File: src/rtl/gearbox_64_40_if.sv
// Handshake bundle between the upstream 64-bit source, the 64->40 gearbox and the 40-bit SerDes side.
interface gearbox_64_40_if;
  logic        in_enable;
  logic [63:0] in_data;
  logic        in_datavalid;
  logic        out_idle;
  logic [39:0] out_data;
  logic        out_datavalid;
  logic        in_idle;
  logic        empty_save;

  modport master (
    output in_enable, in_data, in_datavalid, in_idle,
    input  out_idle, out_data, out_datavalid, empty_save
  );

  modport slave (
    input  in_enable, in_data, in_datavalid, in_idle,
    output out_idle, out_data, out_datavalid, empty_save
  );
endinterface

File: src/rtl/gearbox_64_40.sv
// 64-bit to 40-bit byte gearbox over a 16-byte buffer; slot 0 (bits 7:0) is the oldest byte.
// Optional status outputs fill_level/overflow are built when GEARBOX_64_40_STATUS_EN is defined.
module gearbox_64_40 (
  input  logic           clk,
  input  logic           reset_n,
  gearbox_64_40_if.slave bus
`ifdef GEARBOX_64_40_STATUS_EN
  ,
  output logic [4:0]     fill_level,
  output logic           overflow
`endif
);

  logic [127:0] data_p0;
  logic [4:0]   fill_p0;
  logic [127:0] data_nxt;
  logic [127:0] shifted;
  logic [4:0]   fill_nxt;
  logic [4:0]   base;
  logic         pop;
  logic         push;
  logic         out_idle_w;

  // Overwrite eight byte slots starting at byte index slot with word.
  function automatic logic [127:0] place_word(input logic [127:0] buf_in,
                                              input logic [4:0]   slot,
                                              input logic [63:0]  word);
    logic [7:0]   sh;
    logic [127:0] mask;
    logic [127:0] data;
    sh   = {slot, 3'b000};
    mask = {64'h0, {64{1'b1}}} << sh;
    data = {64'h0, word} << sh;
    return (buf_in & ~mask) | data;
  endfunction

  assign out_idle_w        = (fill_p0 <= 5'd8);
  assign pop               = bus.in_enable & bus.in_idle & (fill_p0 >= 5'd5);
  assign push              = bus.in_enable & bus.in_datavalid & out_idle_w;
  assign bus.out_idle      = out_idle_w;
  assign bus.out_datavalid = pop;
  assign bus.out_data      = data_p0[39:0];
  assign bus.empty_save    = (fill_p0 == 5'd0);

  // Pop happens first, so a simultaneous push lands right behind the surviving bytes.
  always_comb begin
    shifted  = data_p0;
    base     = fill_p0;
    data_nxt = data_p0;
    fill_nxt = fill_p0;
    if (pop) begin
      shifted = data_p0 >> 40;
      base    = fill_p0 - 5'd5;
    end
    if (push) begin
      data_nxt = place_word(shifted, base, bus.in_data);
      fill_nxt = base + 5'd8;
    end else if (pop) begin
      data_nxt = shifted;
      fill_nxt = base;
    end
  end

  // Buffer/fill register stage
  always_ff @(posedge clk or negedge reset_n) begin
    if (!reset_n) begin
      data_p0 <= '0;
      fill_p0 <= '0;
    end else begin
      data_p0 <= data_nxt;
      fill_p0 <= fill_nxt;
    end
  end

`ifdef GEARBOX_64_40_STATUS_EN
  logic ovf_p0;

  // Sticky: any offered word the full buffer had to drop.
  always_ff @(posedge clk or negedge reset_n) begin
    if (!reset_n) begin
      ovf_p0 <= 1'b0;
    end else if (bus.in_enable & bus.in_datavalid & ~out_idle_w) begin
      ovf_p0 <= 1'b1;
    end
  end

  assign fill_level = fill_p0;
  assign overflow   = ovf_p0;
`endif

endmodule
File: src/flat_wrapper.sv
// flat-port wrapper written by rule: the top's interface ports become plain ports
module gearbox_64_40_flat 
  (clk, reset_n, bus_in_enable, bus_in_data, bus_in_datavalid, bus_in_idle, bus_out_idle, bus_out_data, bus_out_datavalid, bus_empty_save);
  gearbox_64_40_if bus_i ();
  input  logic clk;
  input  logic reset_n;
  input wire logic [$bits(bus_i.in_enable)-1:0] bus_in_enable;
  input wire logic [$bits(bus_i.in_data)-1:0] bus_in_data;
  input wire logic [$bits(bus_i.in_datavalid)-1:0] bus_in_datavalid;
  input wire logic [$bits(bus_i.in_idle)-1:0] bus_in_idle;
  output wire logic [$bits(bus_i.out_idle)-1:0] bus_out_idle;
  output wire logic [$bits(bus_i.out_data)-1:0] bus_out_data;
  output wire logic [$bits(bus_i.out_datavalid)-1:0] bus_out_datavalid;
  output wire logic [$bits(bus_i.empty_save)-1:0] bus_empty_save;
  assign bus_i.in_enable = bus_in_enable;
  assign bus_i.in_data = bus_in_data;
  assign bus_i.in_datavalid = bus_in_datavalid;
  assign bus_i.in_idle = bus_in_idle;
  assign bus_out_idle = bus_i.out_idle;
  assign bus_out_data = bus_i.out_data;
  assign bus_out_datavalid = bus_i.out_datavalid;
  assign bus_empty_save = bus_i.empty_save;
  gearbox_64_40 u_core (.clk(clk), .reset_n(reset_n), .bus(bus_i));
endmodule
File: config.mk
export PLATFORM = sky130hd
export DESIGN_NAME = gearbox_64_40_flat
export DESIGN_NICKNAME = d
export VERILOG_FILES = /design/src/rtl/gearbox_64_40_if.sv /design/src/rtl/gearbox_64_40.sv /design/src/flat_wrapper.sv
export SDC_FILE = /design/constraint.sdc
export NUM_CORES = 1
export LEC_CHECK = 0
export BUFFER_PORTS_ARGS = -buffer_cell sky130_fd_sc_hd__clkbuf_2
export CORE_UTILIZATION = 40
export CTS_BUF_LIST = sky130_fd_sc_hd__clkbuf_4
export DETAILED_ROUTE_END_ITERATION = 8
export HOLD_SLACK_MARGIN = 0.1
export PLACE_DENSITY = 0.69
export SLEW_MARGIN = 20
export SYNTH_ARGS = -nofsm -noshare
export SYNTH_HDL_FRONTEND = slang
export SYNTH_SLANG_ARGS = --single-unit
File: constraint.sdc
create_clock -name clk -period 3.2 [get_ports clk]
set_clock_uncertainty 0.1 [all_clocks]
set_input_delay 0.32 -clock clk [delete_from_list [all_inputs] [get_ports clk]]
set_output_delay 0.32 -clock clk [all_outputs]
set_load 0.03 [all_outputs]
[Word-level counts from Yosys, hierarchy flattened]
Cells that the tools add are included.
Word-level totals
  bits in registers: 133
  memories kept: 0
  RAM bits: 0
  bits in latches: 0
  memory bits (read-only): 0
Cells by class
  muxes and demuxes: 6
  $add $sub $neg: 2
  div/mod/pow operators: 0
  $mul: 0
  reductions and logical operators: 2
  eq/ne operators: 0
  bitwise gates (word level): 7
  $lt $le $gt $ge: 2
  shift operators: 2
Operators by type and width (count)
  128-bit 2-to-1 mux: 3
  128-bit bitwise AND: 1
  128-bit NOT: 1
  128-bit OR: 1
  64-bit by 8-bit << shifter with 128-bit output: 1
  64-bit by 8-bit << shifter with 128-bit output, first input constant: 1
  5-bit 2-to-1 mux: 3
  5-bit by 4-bit adder with 5-bit output, second input constant: 1
  5-bit by 3-bit greater-or-equal comparator with 1-bit output, second input constant: 1
  5-bit by 4-bit <= comparator with 1-bit output, second input constant: 1
  5-bit logical NOT: 1
  5-bit by 3-bit subtractor with 5-bit output, second input constant: 1
  1-bit bitwise AND: 4
  2-bit nonzero test: 1

[Depth between registers and ports, before layout]
  depth in word-level cells: 8
  depth in mapped cells: 14

[Worst setup path after synthesis]
Ideal clock, no wire load.
  path kind: flip-flop to flip-flop
  from: reg u_core.fill_p0[1]
  to: reg u_core.data_p0[60]
  path slack: 0.236 ns
  buffers on the path: 4
  cell stages (with the launch flop): 14
  arrival time: 2.781 ns
  clock period less this slack: 2.964 ns
  library setup time: 0.083 ns
  path through: dfrtp_1 buf_2 inv_1 ha_1 a21oi_1 or2_2 o31ai_2 inv_1 clkbuf_1 buf_1 ha_1 and2_1 clkbuf_1 o21ai_0
On the way
  cells in the longest elaborated chain, start to end: 8
RTL lines
  start, declared: RTL line gearbox_64_40.sv:15  | logic [4:0] fill_p0;
  start signal, assigned: RTL line gearbox_64_40.sv:71  | fill_p0 <= fill_nxt;
  5-bit by 3-bit greater-or-equal comparator with 1-bit output: RTL line gearbox_64_40.sv:38  | assign pop = bus.in_enable & bus.in_idle & (fill_p0 >= 5'd5);
  1-bit bitwise AND: RTL line gearbox_64_40.sv:38
  5-bit 2-to-1 mux: RTL line gearbox_64_40.sv:51  | if (pop) begin
  64-bit by 8-bit << shifter with 128-bit output: RTL line gearbox_64_40.sv:32  | mask = {64'h0, {64{1'b1}}} << sh;
  128-bit NOT: RTL line gearbox_64_40.sv:34  | return (buf_in & ~mask) | data;
  128-bit bitwise AND: RTL line gearbox_64_40.sv:34
  128-bit OR: RTL line gearbox_64_40.sv:34
  128-bit 2-to-1 mux: RTL line gearbox_64_40.sv:55  | if (push) begin
  end signal, assigned: RTL line gearbox_64_40.sv:70  | data_p0 <= data_nxt;
  end, declared: RTL line gearbox_64_40.sv:14  | logic [127:0] data_p0;
Parallel ways exist; a longest one is shown, timed or not. The select of a mux whose other input is x is not followed.
A chain may end at the register's enable or synchronous reset.

[Final worst setup path]
  from: reg u_core.fill_p0[0]
  to: reg u_core.data_p0[52]
Same word-level chain as after synthesis.

==> results_dict.tcl <==
set metrics [dict create \
    cts_root_buf "clkbuf_4" \
    io_buffers 111 \
    fmax_mhz 322 \
    synth_xor_area_share_pct 0.184 \
    core_region_area_um2 23400 \
    worst_setup_path_end_kind "register" \
    synthMuxAreaShare_pct 17.0 \
    status "complete, but fails checks" \
    numCtsBuffers 17 \
    htreeDepth 4 \
    dieHeight_um 156 \
    path_max_fanout 18 \
    hold_violations 0 \
    route.detailed.drc 2 \
    ys.flop_type "dfrtp_1" \
    powerDensity_nw_per_um2 1200 \
    syn_area_per_cell_um2 8.71 \
    post-route-util_pct 48.2 \
    async_flop_share_pct 100 \
    slew_violations 0 \
    top_level_ports 112 \
    hp-start "bus_in_data[58]" \
    grt_max_degree 68 \
    worst_slew_pin_slew_ns 0.788 \
    finalCritPeriodShare_pct 97.0 \
    gp_congestion 1.07 \
    crit_arrival_ns 3.41 \
    cp_cell_sequence "inv_1, ha_1, and3b_1, a21oi_1, a31o_2, buf_4, nor2_1, o2bb2ai_1, mux2i_1, o22ai_1" \
    synth_compound_gate_area_share_pct 27.8 \
    hp-class "in -> reg" \
    synth_cell_types 67 \
    initial_utilization_pct 40.8 \
    rows 56 \
    via_per_inst 6.32 \
    synth_warnings 0 \
    yosys.area_share.adder_pct 0.656 \
    antenna_found_initial 3 \
    violations "DRC" \
    drt_iter0_drc 1191 \
    worst_slack_ns 0.0955 \
    fill_cells 2315 \
    clkLatencyLatePin_ns 0.56 \
    finalSetupViolations 0 \
    critPathLaunchType "register" \
    clock-sinks 133 \
    yosys_register_bits 133 \
    slowest_delay_ns 0.54 \
    area_growth_pct 18.2 \
    path_buf_inv 2 \
    whs_ns 0.163 \
    wl_per_cell_um 25.0 \
    place_hpwl_um 29400 \
    cap_violations 0 \
    drtAntennaViolNets 0 \
    synth_edf_count 0 \
    max_slew_margin_pct 46.7 \
    min_period_ns 3.10 \
    startpoint "u_core.fill_p0[0]$_DFFE_PN0P_" \
    die-area_um2 24500 \
    crit_family "compound AO/OA/AOI/OAI gates" \
    synth_top_family_by_area "compound AO/OA/AOI/OAI gates" \
    ir_worst_vdd_uv 457 \
    finalSetupTns_ns 0 \
    grt_setup_unrepaired "false" \
    drt-total-wl_um 38900 \
    syn-cell-area_um2 9540 \
    groute.usage.overall_pct 32.5 \
    crit_required_ns 3.50 \
    grt_pass1_wl_um 58200 \
    route.vias.total 9852 \
    gr-total-overflow 0 \
    yosys.area_share.simple_pct 11.5 \
    cts_tree "done" \
    p_leak_nw 5.29 \
    worst_r2r_startpoint "u_core.fill_p0[0]$_DFFE_PN0P_" \
    crit_slowest_cell "mux2i_1" \
    syn_inst 1095 \
    synth_fp_nets 1169 \
    p_total_mw 13.5 \
    drive_above_1_share_pct 24.7 \
    nets 1299 \
    preCtsSetupSlack_ns 0.0280 \
    seq_area_frac_synth_pct 34.9 \
    path_clk_slew_ns 0.14 \
    crit_type "reg -> reg" \
    grt_pass1_vias 9355 \
    drtPass1Iterations 9 \
    clk_path_buf_depth 2 \
    die_w_um 156 \
]
## state kept, by name (all words and copies together), names as in the netlist
signal and count:
u_core.data_p0 128, u_core.fill_p0 5
## placed cells by master (no fill, tap or decap), types with 21 or more instances in the layout
cell type and count:
o21ai_0 98, dfrtp_1 133, clkbuf_2 110, nand2_1 122, nor2_1 67, o22ai_1 44
mux2i_1 141, buf_4 108, a21oi_1 84, a22oi_1 21
## through the flow
stage	instances	cell area (um2)
floorplan	1095	9540
global placement	1514	10700
detailed placement	1514	10700
CTS	1556	11200
global route	1557	11300
finish	1559	11300
## synthesized netlist by cell type, types with 5 or more instances
library cell / number / share of area [%]
o22ai_1: 44 / 2.9
nor2b_1: 7 / 0.46
buf_1: 7 / 0.28
nor3_1: 11 / 0.58
buf_2: 31 / 1.6
ha_1: 5 / 0.66
and2_1: 6 / 0.39
mux2i_1: 144 / 15
a31oi_1: 17 / 1.1
a211oi_1: 16 / 1.3
clkbuf_1: 38 / 1.5
nor2_1: 69 / 2.7
mux2_2: 15 / 1.8
a221o_1: 6 / 0.63
nand3_1: 19 / 1.0
a211o_1: 6 / 0.55
buf_4: 46 / 3.6
a22o_1: 7 / 0.64
a21oi_1: 88 / 4.6
a21o_1: 5 / 0.39
inv_1: 6 / 0.24
o21a_1: 11 / 0.87
nand2_1: 122 / 4.8
a22oi_1: 21 / 1.7
o221ai_1: 6 / 0.55
a221oi_1: 11 / 1.0
o21ai_0: 98 / 5.1
o2bb2ai_1: 17 / 1.6
dfrtp_1: 133 / 35
## final cells by class
class,count,area (um2),share of cell area (%)
antenna,3,7.51,0.0666
tap,319,399,3.54
clock buffer,18,135,1.20
clock inverter,13,208,1.84
sequential,133,3330,29.5
multi-input combinational,827,5560,49.3
timing repair buffer,236,1600,14.2
inverter,10,42.5,0.377
## path summary, 6_finish.rpt
check,depth (start not counted),slack (ns),to
setup / recovery,10,0.1,u_core.data_p0[52]$_DFFE_PN0P_
hold / removal,4,0.16,u_core.data_p0[66]$_DFFE_PN0P_
setup reg to reg,10,0.1,u_core.data_p0[52]$_DFFE_PN0P_
hold reg to reg,1,0.40,u_core.data_p0[117]$_DFFE_PN0P_
max in group asynchronous,3,2.04,u_core.data_p0[84]$_DFFE_PN0P_
min in group asynchronous,2,0.20,u_core.data_p0[69]$_DFFE_PN0P_
## routing by layer
metal | wire (um) | GRT usage [%]
met5 | 11 | 0
met2 | 17600 | 51.0
met1 | 15200 | 41.3
met3 | 4200 | 8.92
met4 | 1850 | 15.7
## cell families after synthesis
logic type | Yosys count
simple gates | 256
mux | 160
compound gates | 404
fa+ha+maj | 5
flops | 133
buf+inv | 135
xor+xnor | 2
## tightest hold or removal path: cells and delay by family
family / cells / cell delay, ns
AND/OR/NAND/NOR: 1 / 0.11
buffers and inverters: 1 / 0.15
AO/OA/AOI/OAI: 2 / 0.20
## power by group
group | total (mW) | switching (mW) | internal, mW
combinational | 9.30 | 5.99 | 3.30
clock | 1.39 | 0.683 | 0.702
sequential | 2.83 | 0.480 | 2.35
total | 13.5 | 7.16 | 6.35
## repair_timing
action	CTS	global route
buffers inserted	0	0
endpoints found under the hold margin	76	0
pin swaps	0	1
setup endpoints to repair	1	46
gates resized for setup	1	15
hold buffers	11	0
Note: power is estimated with default switching activity, not from simulation.
